<file path="src/rtl/tft_region_arbiter.sv">
// rtl/tft_region_arbiter.sv - two-requester region arbiter feeding an 8080 TFT byte stream
module tft_region_arbiter #(
    parameter int COLS = 240,
    parameter int ROWS = 320
) (
    input  logic        clk,
    input  logic        reset,
    input  logic [1:0]  reqValid,
    input  logic [15:0] colStart,
    input  logic [15:0] colEnd,
    input  logic [17:0] rowStart,
    input  logic [17:0] rowEnd,
    output logic [1:0]  reqAck,
    output logic [1:0]  reqErr,
    input  logic [31:0] pixelData,
    input  logic [1:0]  pixelValid,
    output logic [1:0]  pixelReady,
    output logic [7:0]  byteOut,
    output logic        byteDataCmd,
    output logic        byteValid,
    input  logic        byteReady,
    output logic        busy,
    output logic        activeReq,
    output logic [1:0]  regionDone
);

    typedef enum logic [2:0] {
        IDLE, CMD_COL, PAR_COL, CMD_PAGE, PAR_PAGE, CMD_WR, PIXELS, FINISH
    } state_t;

    state_t      state, nextState;
    logic        lastGrant;
    logic [7:0]  rColStart, rColEnd;
    logic [8:0]  rRowStart, rRowEnd;
    logic [16:0] pixRemain;
    logic [15:0] holdReg;
    logic        holdFull;
    logic        byteSel;
    logic [1:0]  parIdx;

    logic        grantIdx;
    logic [7:0]  selColStart, selColEnd;
    logic [8:0]  selRowStart, selRowEnd;
    logic        reqBad;
    logic [8:0]  colSpan;
    logic [9:0]  rowSpan;
    logic [16:0] pixTotal;
    logic [8:0]  parStart, parEnd;
    logic [7:0]  parByte;
    logic        canTake;
    logic        activeValid;
    logic [15:0] activePix;
    logic        xfer;

    // Round-robin pick, region selection, validity check and pixel count for the candidate grant
    always_comb begin
        grantIdx = 1'b0;
        if (reqValid == 2'b11)
            grantIdx = ~lastGrant;
        else
            grantIdx = reqValid[1];
        selColStart = grantIdx ? colStart[15:8] : colStart[7:0];
        selColEnd   = grantIdx ? colEnd[15:8]   : colEnd[7:0];
        selRowStart = grantIdx ? rowStart[17:9] : rowStart[8:0];
        selRowEnd   = grantIdx ? rowEnd[17:9]   : rowEnd[8:0];
        reqBad = (selColStart > selColEnd) || (selRowStart > selRowEnd) ||
                 (32'(selColEnd) >= COLS) || (32'(selRowEnd) >= ROWS);
        colSpan  = {1'b0, selColEnd} - {1'b0, selColStart} + 9'd1;
        rowSpan  = {1'b0, selRowEnd} - {1'b0, selRowStart} + 10'd1;
        pixTotal = 17'(colSpan) * 17'(rowSpan);
    end

    // Parameter byte for the column/page address phases: start hi, start lo, end hi, end lo
    always_comb begin
        parStart = (state == PAR_COL) ? {1'b0, rColStart} : rRowStart;
        parEnd   = (state == PAR_COL) ? {1'b0, rColEnd}   : rRowEnd;
        case (parIdx)
            2'd0:    parByte = {7'b0, parStart[8]};
            2'd1:    parByte = parStart[7:0];
            2'd2:    parByte = {7'b0, parEnd[8]};
            default: parByte = parEnd[7:0];
        endcase
        activeValid = activeReq ? pixelValid[1] : pixelValid[0];
        activePix   = activeReq ? pixelData[31:16] : pixelData[15:0];
    end

    // State register
    always_ff @(posedge clk) begin
        if (reset)
            state <= IDLE;
        else
            state <= nextState;
    end

    // Next-state and byte-stream outputs; the holding register may refill while its low byte leaves
    always_comb begin
        nextState   = state;
        byteValid   = 1'b0;
        byteOut     = 8'h00;
        byteDataCmd = 1'b0;
        pixelReady  = 2'b00;
        regionDone  = 2'b00;
        canTake     = 1'b0;
        busy        = (state != IDLE);
        case (state)
            IDLE: begin
                if (|reqValid && !reqBad)
                    nextState = CMD_COL;
            end
            CMD_COL: begin
                byteValid = 1'b1;
                byteOut   = 8'h2A;
                if (byteReady)
                    nextState = PAR_COL;
            end
            PAR_COL: begin
                byteValid   = 1'b1;
                byteDataCmd = 1'b1;
                byteOut     = parByte;
                if (byteReady && parIdx == 2'd3)
                    nextState = CMD_PAGE;
            end
            CMD_PAGE: begin
                byteValid = 1'b1;
                byteOut   = 8'h2B;
                if (byteReady)
                    nextState = PAR_PAGE;
            end
            PAR_PAGE: begin
                byteValid   = 1'b1;
                byteDataCmd = 1'b1;
                byteOut     = parByte;
                if (byteReady && parIdx == 2'd3)
                    nextState = CMD_WR;
            end
            CMD_WR: begin
                byteValid = 1'b1;
                byteOut   = 8'h2C;
                if (byteReady)
                    nextState = PIXELS;
            end
            PIXELS: begin
                byteValid   = holdFull;
                byteDataCmd = holdFull;
                byteOut     = holdFull ? (byteSel ? holdReg[7:0] : holdReg[15:8]) : 8'h00;
                canTake     = (pixRemain != 17'd0) && (!holdFull || (byteSel && byteReady));
                pixelReady[activeReq] = canTake;
                if (holdFull && byteSel && byteReady && pixRemain == 17'd0)
                    nextState = FINISH;
            end
            FINISH: begin
                regionDone[activeReq] = 1'b1;
                nextState = IDLE;
            end
            default: nextState = IDLE;
        endcase
    end

    assign xfer = byteValid & byteReady;

    // Grant bookkeeping, region latch, parameter index and pixel holding register
    always_ff @(posedge clk) begin
        if (reset) begin
            reqAck    <= 2'b00;
            reqErr    <= 2'b00;
            lastGrant <= 1'b1;
            activeReq <= 1'b0;
            rColStart <= 8'd0;
            rColEnd   <= 8'd0;
            rRowStart <= 9'd0;
            rRowEnd   <= 9'd0;
            pixRemain <= 17'd0;
            holdReg   <= 16'd0;
            holdFull  <= 1'b0;
            byteSel   <= 1'b0;
            parIdx    <= 2'd0;
        end else begin
            reqAck <= 2'b00;
            reqErr <= 2'b00;
            if (state == IDLE && |reqValid) begin
                lastGrant        <= grantIdx;
                reqAck[grantIdx] <= 1'b1;
                reqErr[grantIdx] <= reqBad;
                if (!reqBad) begin
                    activeReq <= grantIdx;
                    rColStart <= selColStart;
                    rColEnd   <= selColEnd;
                    rRowStart <= selRowStart;
                    rRowEnd   <= selRowEnd;
                    pixRemain <= pixTotal;
                    parIdx    <= 2'd0;
                end
            end
            if ((state == PAR_COL || state == PAR_PAGE) && xfer)
                parIdx <= parIdx + 2'd1;
            if (state == PIXELS) begin
                if (xfer) begin
                    if (byteSel) begin
                        holdFull <= 1'b0;
                        byteSel  <= 1'b0;
                    end else begin
                        byteSel <= 1'b1;
                    end
                end
                if (canTake && activeValid) begin
                    holdReg   <= activePix;
                    holdFull  <= 1'b1;
                    byteSel   <= 1'b0;
                    pixRemain <= pixRemain - 17'd1;
                end
            end
        end
    end

endmodule

</file>
<file path="config.mk">
export PLATFORM = sky130hd
export DESIGN_NAME = tft_region_arbiter
export DESIGN_NICKNAME = d
export VERILOG_FILES = /design/src/rtl/tft_region_arbiter.sv
export SDC_FILE = /design/constraint.sdc
export NUM_CORES = 1
export LEC_CHECK = 0
export BUFFER_PORTS_ARGS = -buffer_cell sky130_fd_sc_hd__buf_2
export CAP_MARGIN = 20
export CORE_AREA = 3 3 90 177
export DETAILED_ROUTE_END_ITERATION = 6
export DIE_AREA = 0 0 93 180
export PLACE_DENSITY = 0.8
export SETUP_SLACK_MARGIN = 0.15
export SYNTH_ARGS = -nofsm -noshare
export SYNTH_HDL_FRONTEND = slang
export SYNTH_SLANG_ARGS = --single-unit
</file>
<file path="constraint.sdc">
create_clock -name clk -period 9.9 [get_ports clk]
set_input_delay 1.485 -clock clk [delete_from_list [all_inputs] [get_ports clk]]
set_output_delay 1.485 -clock clk [all_outputs]
set_load 0.005 [all_outputs]
</file>
# [After elaboration in Yosys (flattened, before gate mapping)]
# Index checks and enable logic that the tools add are counted.
[totals] out_inout_bits=20 word_cells=134 reg_bits=80
[op_classes] n_bitwise=6 reduce_logical=37 n_addsub=6 order_cmp=8 n_mul=1 eq_ne=19 muxes=43
[ops] operator="2-to-1 mux 17 bit" count=4
[ops] operator="case mux 8 bit (5 select lines)" count=1
[ops] operator="2-to-1 mux 9 bit" count=4
[ops] operator="2-to-1 mux 8 bit" count=4
[ops] operator="case mux 3 bit (8 select lines)" count=1
[ops] operator="case mux 8 bit (3 select lines)" count=1
[ops] operator="2-to-1 mux 3 bit" count=7
[ops] operator="zero test 17 bit" count=1
[ops] operator="multiplier 9 x 10 -> 17 bit" count=1
[ops] operator="nonzero test 17 bit" count=1
[ops] operator="subtractor 17 x 1 -> 17 bit (second input constant)" count=1
[ops] operator="2-to-1 mux 16 bit" count=1
[ops] operator="inequality test 2 bit (second input constant)" count=7
[ops] operator="== test 3 bit (second input constant)" count=4
[ops] operator="logical AND 1 bit" count=12
[ops] operator="2-to-1 mux 1 bit" count=11
[ops] operator="adder 10 x 1 -> 10 bit (second input constant)" count=1
[ops] operator="2-to-1 mux 2 bit" count=5
[ops] operator="subtractor 9 x 9 -> 10 bit" count=1
[ops] operator="adder 9 x 1 -> 9 bit (second input constant)" count=1
[ops] operator="greater-or-equal comparator 9 bit (second input constant)" count=1
[ops] operator="greater-than comparator 9 bit" count=1
[ops] operator="subtractor 8 x 8 -> 9 bit" count=1
[ops] operator="greater-or-equal comparator 8 bit (second input constant)" count=1
[ops] operator="25 further kinds" count=47

# [Logic depth before layout (Yosys ltp)]
# Gate-level depths: netlist (run 1).
[depth] depth_word=11 ltp_mapped=33 ltp_nobuf=29

# [Worst setup path after synthesis (run 1)]
# OpenSTA, ideal clock, no wires.
[synth_path] path_kind="input port to flip-flop" startpoint="in reqValid[1]" endpoint="reg pixRemain[16]" required_ns=9.768 path_stages=28 path_slack_ns=1.261 arrival_time_ns=8.507 setup_time_ns=0.132 n_path_buf=3 cell_sequence="a21bo_1 buf_4 buf_2 buf_1 mux2i_1 inv_1 ha_1 ha_1 a21o_1 a221o_1 or2_2 xnor2_1 nor2_1 fa_1 fa_1 fa_1 inv_1 fa_1 inv_1 ha_1 or2_2 a21oi_1 a211oi_1 nor2_1 a21oi_1 xnor3_1 nor2_1 o22ai_1"
[synth_via] elab_chain_cells=11
[synth_lines] element="start: declaration" line="8" text="input logic [1:0] reqValid,"
[synth_lines] element="== test 2 bit" line="58" text="if (reqValid == 2'b11)"
[synth_lines] element="2-to-1 mux 1 bit (*)" line="58"
[synth_lines] element="2-to-1 mux 8 bit (*)" line="63" text="selColEnd = grantIdx ? colEnd[15:8] : colEnd[7:0];"
[synth_lines] element="net selColEnd[2]" line="42" text="logic [7:0] selColStart, selColEnd;"
[synth_lines] element="branches (longest 4 deep; another with multiplier 9 x 10 -> 17 bit)"
[synth_lines] element="2-to-1 mux 17 bit (*)" line="184" text="if (!reqBad) begin"
[synth_lines] element="2-to-1 mux 17 bit (*)" line="180" text="if (state == IDLE && |reqValid) begin"
[synth_lines] element="2-to-1 mux 17 bit" line="205" text="if (canTake && activeValid) begin"
[synth_lines] element="2-to-1 mux 17 bit (*)" line="196" text="if (state == PIXELS) begin"
[synth_lines] element="end signal: assignment" line="190" text="pixRemain <= pixTotal;"
[synth_lines] element="end signal: assignment" line="209" text="pixRemain <= pixRemain - 17'd1;"
[synth_lines] element="end: declaration" line="35" text="logic [16:0] pixRemain;"
# Mark *: on every way through the listed nets, which the timed path passes.
# A chain may end at the register's enable or synchronous reset.

# [Worst setup path in the final report (run 1)]
[layout_path] startpoint="in reqValid[1]" endpoint="reg pixRemain[16]"
[layout_via] elab_chain_cells=11
[layout_lines] element="branches (longest 8 deep; another with multiplier 9 x 10 -> 17 bit)"
[layout_lines] element="2-to-1 mux 17 bit (*)" line="180"
[layout_lines] element="2-to-1 mux 17 bit" line="205"
[layout_lines] element="2-to-1 mux 17 bit (*)" line="196"
# Mark *: on every way between the ends.

==> key figures, run 1 <==
Min path
  – Hold Crit Depth: 2
  – WHS Endpoint: rRowStart[8]
  – Min-Delay Startpoint: rRowStart[8]
  – Hold crit path type: flip-flop to flip-flop

Outcome
  – Status: complete, no violations

Detailed routing
  – Final wirelength: between 20000 and 25000 um
  – Via-to-Cell Ratio: ~5.8
  – TritonRoute pass-1 iters: 5
  – DRC viols: 0
  – Initial DRC count: roughly 420
  – Via count: 7795
  – Routed wire length per instance: between 15 and 20 um
  – Post-route ant nets: 0

Die
  – Initial Util: between 50% and 60%
  – DIE AREA: between 0.015 and 0.02 mm^2
  – # IOs: approximately 130
  – Die X: 93 um
  – Placement Rows: between 60 and 70
  – Die Ht: about 180 um
  – Core ar.: 0.0148 mm^2

Setup path
  – Highest-delay cell along the critical path: a21bo_1
  – Critical path buffers and inverters: 3
  – Cell mode on critical path: fa_1
  – Worst EP required: just over 10 ns
  – Arr. time, crit path: around 9.0 ns
  – Crit Path Max Fanout: 16
  – Worst r2r src: lastGrant
  – Reg2Reg Setup Slack: between 2 and 2.5 ns
  – Worst path max stage delay: 0.63 ns
  – CP Launch Type: input pin
  – Worst reg2reg endpoint: pixRemain[16]
  – Setup Crit Path Kind: input pin to flip-flop
  – FF-to-FF path depth: 24
  – CP top delay family: adder cells
  – Crit end category: flip-flop

Synthesis
  – Prevailing post-synth register cell: dfxtp_1
  – Post-synth cell types: 70
  – Avg Inst Size Synth: between 8 and 9 um^2
  – Synth area leader: dfxtp_1
  – Top-area cell type share of the netlist area: a little under a fifth
  – Synthesis Warnings: 0
  – Share of flip-flops with an asynchronous set or reset: 0%
  – Sequential-to-total area share from yosys stat: between 10% and 20%
  – Synth Cell Area: roughly 0.0085 mm^2
  – Synthesized net count: ~1.3k
  – Cells after Synth: 1045
  – #FFs+latches synth: 80
  – Largest cells by area after synthesis: dfxtp_1 19%, fa_1 14%, ha_1 13%, mux2i_1 6.5%, nor2_1 5.9%
  – Post-synth EDFFs: 0

Layout
  – Most frequent cells in the layout: 132 x nor2_1, 128 x nand2_1, 126 x buf_2
  – Commonest non-fill, non-tap cell in the layout: nor2_1
  – ANT cells: 0
  – P&R area growth vs syn: 12.0%
  – Register area: approximately 0.0016 mm^2
  – Multi-input gate area: approximately 0.0061 mm^2
  – Share of cells above drive strength 1: between 10% and 20%
  – Filler cells: between 1k and 1.5k
  – Final Net Count: about 1.4k

STA
  – Crit path setup slack, layout: about 1.1 ns
  – Tmin final: 8.82 ns
  – Final slew viol count: 0
  – Worst slew margin: about a third
  – Final setup fails: 0
  – Fin Clk Skew: just under 0.008 ns
  – Final period util: approximately nine tenths
  – Maximum clock rate: between 100 and 150 MHz
  – Pin slew with the least headroom to its limit: 0.980 ns
  – Hold_ws: around 0.5 ns
  – RSZ-0062 raised after global routing: no
  – Hold Fails Final Rpt: 0
  – Setup TNS: 0 ns

Global routing
  – GRT overflow: 0
  – First-pass GRT wire length: ~37000 um
  – Largest net degree at the start of global routing: between 80 and 90
  – Global Route Usage Sum: 27.8%
  – Number of global-route vias before repair: approximately 8k
  – Initial antenna violation count: 0

Clock tree
  – Clk pin slew, worst setup/hold paths: about 0.070 ns
  – Total CTS buffers: 9
  – Longest Clk Path Bufs: 2
  – H-tree level count: 3
  – CTS tree: built
  – CTS root buffer: clkbuf_16
  – Hold_buf cts: 0
  – Worst skew pair latency: roughly 0.34 ns
  – CTS resizes: 0
  – # clock sinks: 80
  – Post-CTS setup buffer count: 0

Placed design
  – DP HPWL: approximately 19000 um
  – Dpl ws: between 0.8 and 0.9 ns
  – Port Buf Inserts: ~130
  – Gpl congestion: 0.979

Run
  – Max-cap violations: 0
[worst max-delay path by stage]
stage          slack [ns]             to         from  depth (start not counted)
2_1_floorplan        1.26  pixRemain[16]  reqValid[1]                         28
6_report             1.08  pixRemain[16]  reqValid[1]                         25
3_5_place_dp         0.83  pixRemain[16]  reqValid[1]                         27
4_1_cts              1.15  pixRemain[16]  reqValid[1]                         25
3_3_place_gp         0.99  pixRemain[16]  reqValid[1]                         27
5_1_grt              0.62  pixRemain[16]  reqValid[1]                         25
[logic make-up after synthesis]
| logic type | count (synthesis) | synth area share (%) |
|---|---|---|
| flip-flops | 80 | 18.9 |
| multiplexers | 57 | 6.82 |
| AO/OA/AOI/OAI | 182 | 16.1 |
| AND/OR/NAND/NOR | 376 | 19.9 |
| buffers and inverters | 176 | 8.49 |
| adder cells (fa/ha/maj) | 144 | 26.5 |
| XOR/XNOR | 30 | 3.27 |
[state kept, by name, indices dropped and copies added, names as in the netlist]
| register | flops |
|---|---|
| holdReg | 16 |
| rColStart | 8 |
| rColEnd | 8 |
| pixRemain | 17 |
| activeReq | 1 |
| reqAck | 2 |
| lastGrant | 1 |
| byteSel | 1 |
| reqErr | 2 |
| rRowStart | 9 |
| holdFull | 1 |
| parIdx | 2 |
| state | 3 |
| rRowEnd | 9 |
[stage by stage]
step | util (%) | std cells | instance area [um^2]
after global routing | 63.9 | 1340 | 9470
after CTS | 63.9 | 1340 | 9470
after floorplan | - | 1045 | 8460
after global placement | 61.8 | 1325 | 9160
after detailed placement | 61.8 | 1325 | 9160
final | 63.9 | 1340 | 9470
[tightest hold or removal path, cell delays in order, from the launching register on]
cell and delay [ns]:
dfxtp_1 0.31, nor2_1 0.09, a211oi_1 0.05
[final cells by class]
cell class              instances  share of cell area, %
multi-input cells             789                   64.8
flip-flops and latches         80                   16.9
repair buffers                136                   7.45
inverters                     125                   4.95
well taps                     195                   2.58
clock buffers                  10                   2.42
clock inverters                 5                  0.872
[Yosys cell counts (3+ instances only)]
cell type / count
a211o_1: 3
a211oi_1: 28
a211oi_2: 17
a21o_1: 8
a21oi_1: 50
a311oi_1: 4
a31oi_1: 3
and2_1: 8
and3_1: 9
buf_2: 13
buf_4: 3
buf_6: 4
clkbuf_1: 29
dfxtp_1: 80
fa_1: 59
ha_1: 85
inv_1: 125
mux2i_1: 55
nand2_1: 128
nand2b_1: 6
nand3_1: 16
nand4_1: 6
nor2_1: 132
nor2b_1: 15
nor3_1: 30
nor4_1: 4
o2111ai_1: 4
o21a_1: 4
o21ai_0: 18
o221ai_1: 5
o22ai_1: 4
o31ai_1: 3
or2_2: 5
or3_1: 4
xnor2_1: 18
xor2_1: 11
[metal layers]
metal,part of all wire (%),global-route usage (%)
met1,35,29.8
met5,0,0
met4,6.9,18.2
met2,53,50.6
met3,4.6,2.39
Power of run 1 is left out: the tool's default activity adds up to more than one toggle a clock period on the data nets, which glitch-free logic cannot reach.
==> run 2, diff against run 1 <==
- BUFFER_PORTS_ARGS: -buffer_cell sky130_fd_sc_hd__buf_2 -> -buffer_cell sky130_fd_sc_hd__buf_4
==> run 2 against run 1 <==
Global-route usage is 0.48 points lower. Via count fell by 0.81%. Critical path depth is 2 higher. Hold slack got worse by 0.045 ns. Fmax is 1.5% higher. Count of clock-buffer cells in the layout rose by 2. Critical endpoint unchanged. Largest cell class unchanged. Highest routed layer unchanged.
==> key figures, run 2 (synthesis gave the netlist of run 1 again) <==
Layout
  – Final Net Count: approximately 1.4k
  – ANT cells: 0
  – Top Registers: pixRemain (17), holdReg (16)
  – Filler cells: ~1.3k
  – Share of cells above drive strength 1: ~16%
  – Most frequent cells in the layout: 137 x buf_4, 132 x nor2_1, 128 x nand2_1
  – Max reg flops: 17
  – Final instance area: between 0.009 and 0.01 mm^2
  – Reg with most FFs: pixRemain
  – P&R area growth vs syn: 15.9%
  – Commonest non-fill, non-tap cell in the layout: buf_4

Clock tree
  – Longest Clk Path Bufs: 2
  – CTS root buffer: clkbuf_16
  – Hold_buf cts: 0
  – Post-CTS setup buffer count: 0
  – CTS resizes: 0
  – H-tree level count: 3
  – CTS tree: built
  – # clock sinks: 80
  – Total CTS buffers: 9
  – Worst skew pair latency: ~0.35 ns
  – Clk pin slew, worst setup/hold paths: roughly 0.060 ns

Setup path
  – Crit end category: flip-flop
  – Worst EP required: about 10 ns
  – Crit Path Max Fanout: 14
  – CP Launch Type: input pin
  – Arr. time, crit path: a little under 9 ns
  – Setup Crit Path Kind: input pin to flip-flop

Global routing
  – Number of global-route vias before repair: approximately 7.6k
  – Largest net degree at the start of global routing: 82
  – GRT overflow: 0
  – Initial antenna violation count: 0
  – Global Route Usage Sum: 27.3%
  – First-pass GRT wire length: ~36000 um

Detailed routing
  – Final wirelength: ~23000 um
  – Post-route ant nets: 0
  – TritonRoute pass-1 iters: 6
  – Via-to-Cell Ratio: approximately 5.8
  – Routed wire length per instance: between 15 and 20 um
  – Initial DRC count: approximately 540
  – DRC viols: 0
  – Via count: ~7.7k

Die
  – DIE AREA: about 0.017 mm^2
  – Die X: slightly above 90 um
  – Core ar.: between 0.01 and 0.015 mm^2
  – Placement Rows: between 60 and 70
  – Die Ht: approximately 180 um
  – # IOs: 127
  – Initial Util: roughly 57%

Outcome
  – Status: complete, no violations

Run
  – Max-cap violations: 0

STA
  – Final slew viol count: 0
  – Worst slew margin: between 30% and 40%
  – Fin Clk Skew: 0.00605 ns
  – Setup TNS: 0 ns
  – Final setup fails: 0
  – Crit path setup slack, layout: ~1.2 ns
  – Hold Fails Final Rpt: 0
  – Final period util: between 80% and 90%
  – Maximum clock rate: roughly 120 MHz
  – Pin slew with the least headroom to its limit: approximately 0.99 ns
  – RSZ-0062 raised after global routing: no
  – Tmin final: ~8.7 ns

Min path
  – Hold crit path type: flip-flop to flip-flop

Placed design
  – Placed cell area: between 0.009 and 0.01 mm^2
  – Port Buf Inserts: 126
  – Dpl ws: approximately 0.57 ns
  – DP HPWL: between 15000 and 20000 um
  – Gpl congestion: between 1 and 1.5
## run 2: cell types whose count changed in the layout (fill, tap and decap cells not counted), sizes merged
cell	change
buf	+2
bufinv	-1
clkbuf	+2
clkinv	-2
clkinvlp	+1
## run 2: worst paths after layout
kind | from | to | slack [ns] | cells past startpoint
worst min register to register | activeReq | activeReq | 0.46 | 2
worst max-delay path | reqValid[1] | pixRemain[16] | 1.22 | 27
worst min-delay path | activeReq | activeReq | 0.46 | 2
worst max register to register | lastGrant | pixRemain[16] | 2.16 | 26
## run 2: final cells by class
| cell class | instances | area, um^2 | area share, % |
|---|---|---|---|
| Inverter | 125 | 469 | 4.79 |
| Sequential cell | 80 | 1600 | 16.3 |
| Timing Repair Buffer | 138 | 1060 | 10.8 |
| Multi-Input combinational cell | 789 | 6140 | 62.7 |
| Clock buffer | 12 | 246 | 2.51 |
| Clock inverter | 3 | 42.5 | 0.434 |
| Tap cell | 195 | 244 | 2.49 |
## run 2: layer usage
layer  wire length, um  up-vias  GRT usage [%]
met1              8080     3653           28.5
li1                  -     3719              -
met5                 0        -              0
met3              1160       80           3.48
met2             12500      280           50.4
met4              1280        0           16.3
## run 2: through the flow
step / util [%] / hold slack, ns / instances
CTS: 66.0 / 0.459 / 1341
floorplan: - / 0.460 / 1045
global placement: 64.0 / 0.442 / 1326
detailed placement: 64.0 / 0.452 / 1326
finish: 66.1 / 0.455 / 1342
global route: 66.1 / 0.484 / 1342
## run 2: worst max-delay path: stages
cell and delay [ns]:
buf_4 0.12, a21bo_1 0.45, buf_16 0.22, mux2i_1 0.54, ha_1 0.36, ha_1 0.38
and3_1 0.17, a221o_1 0.34, o41ai_2 0.25, xnor2_1 0.28, nand2b_1 0.25, fa_1 0.53
fa_1 0.57, inv_1 0.07, fa_1 0.54, inv_1 0.06, fa_1 0.53, inv_1 0.05
ha_1 0.33, o21a_1 0.13, o31ai_1 0.11, a211oi_1 0.31, nor2_1 0.09, a21oi_1 0.13
xnor3_1 0.39, nor2_1 0.09, o22ai_1 0.08
Power of run 2 is left out for the same reason.
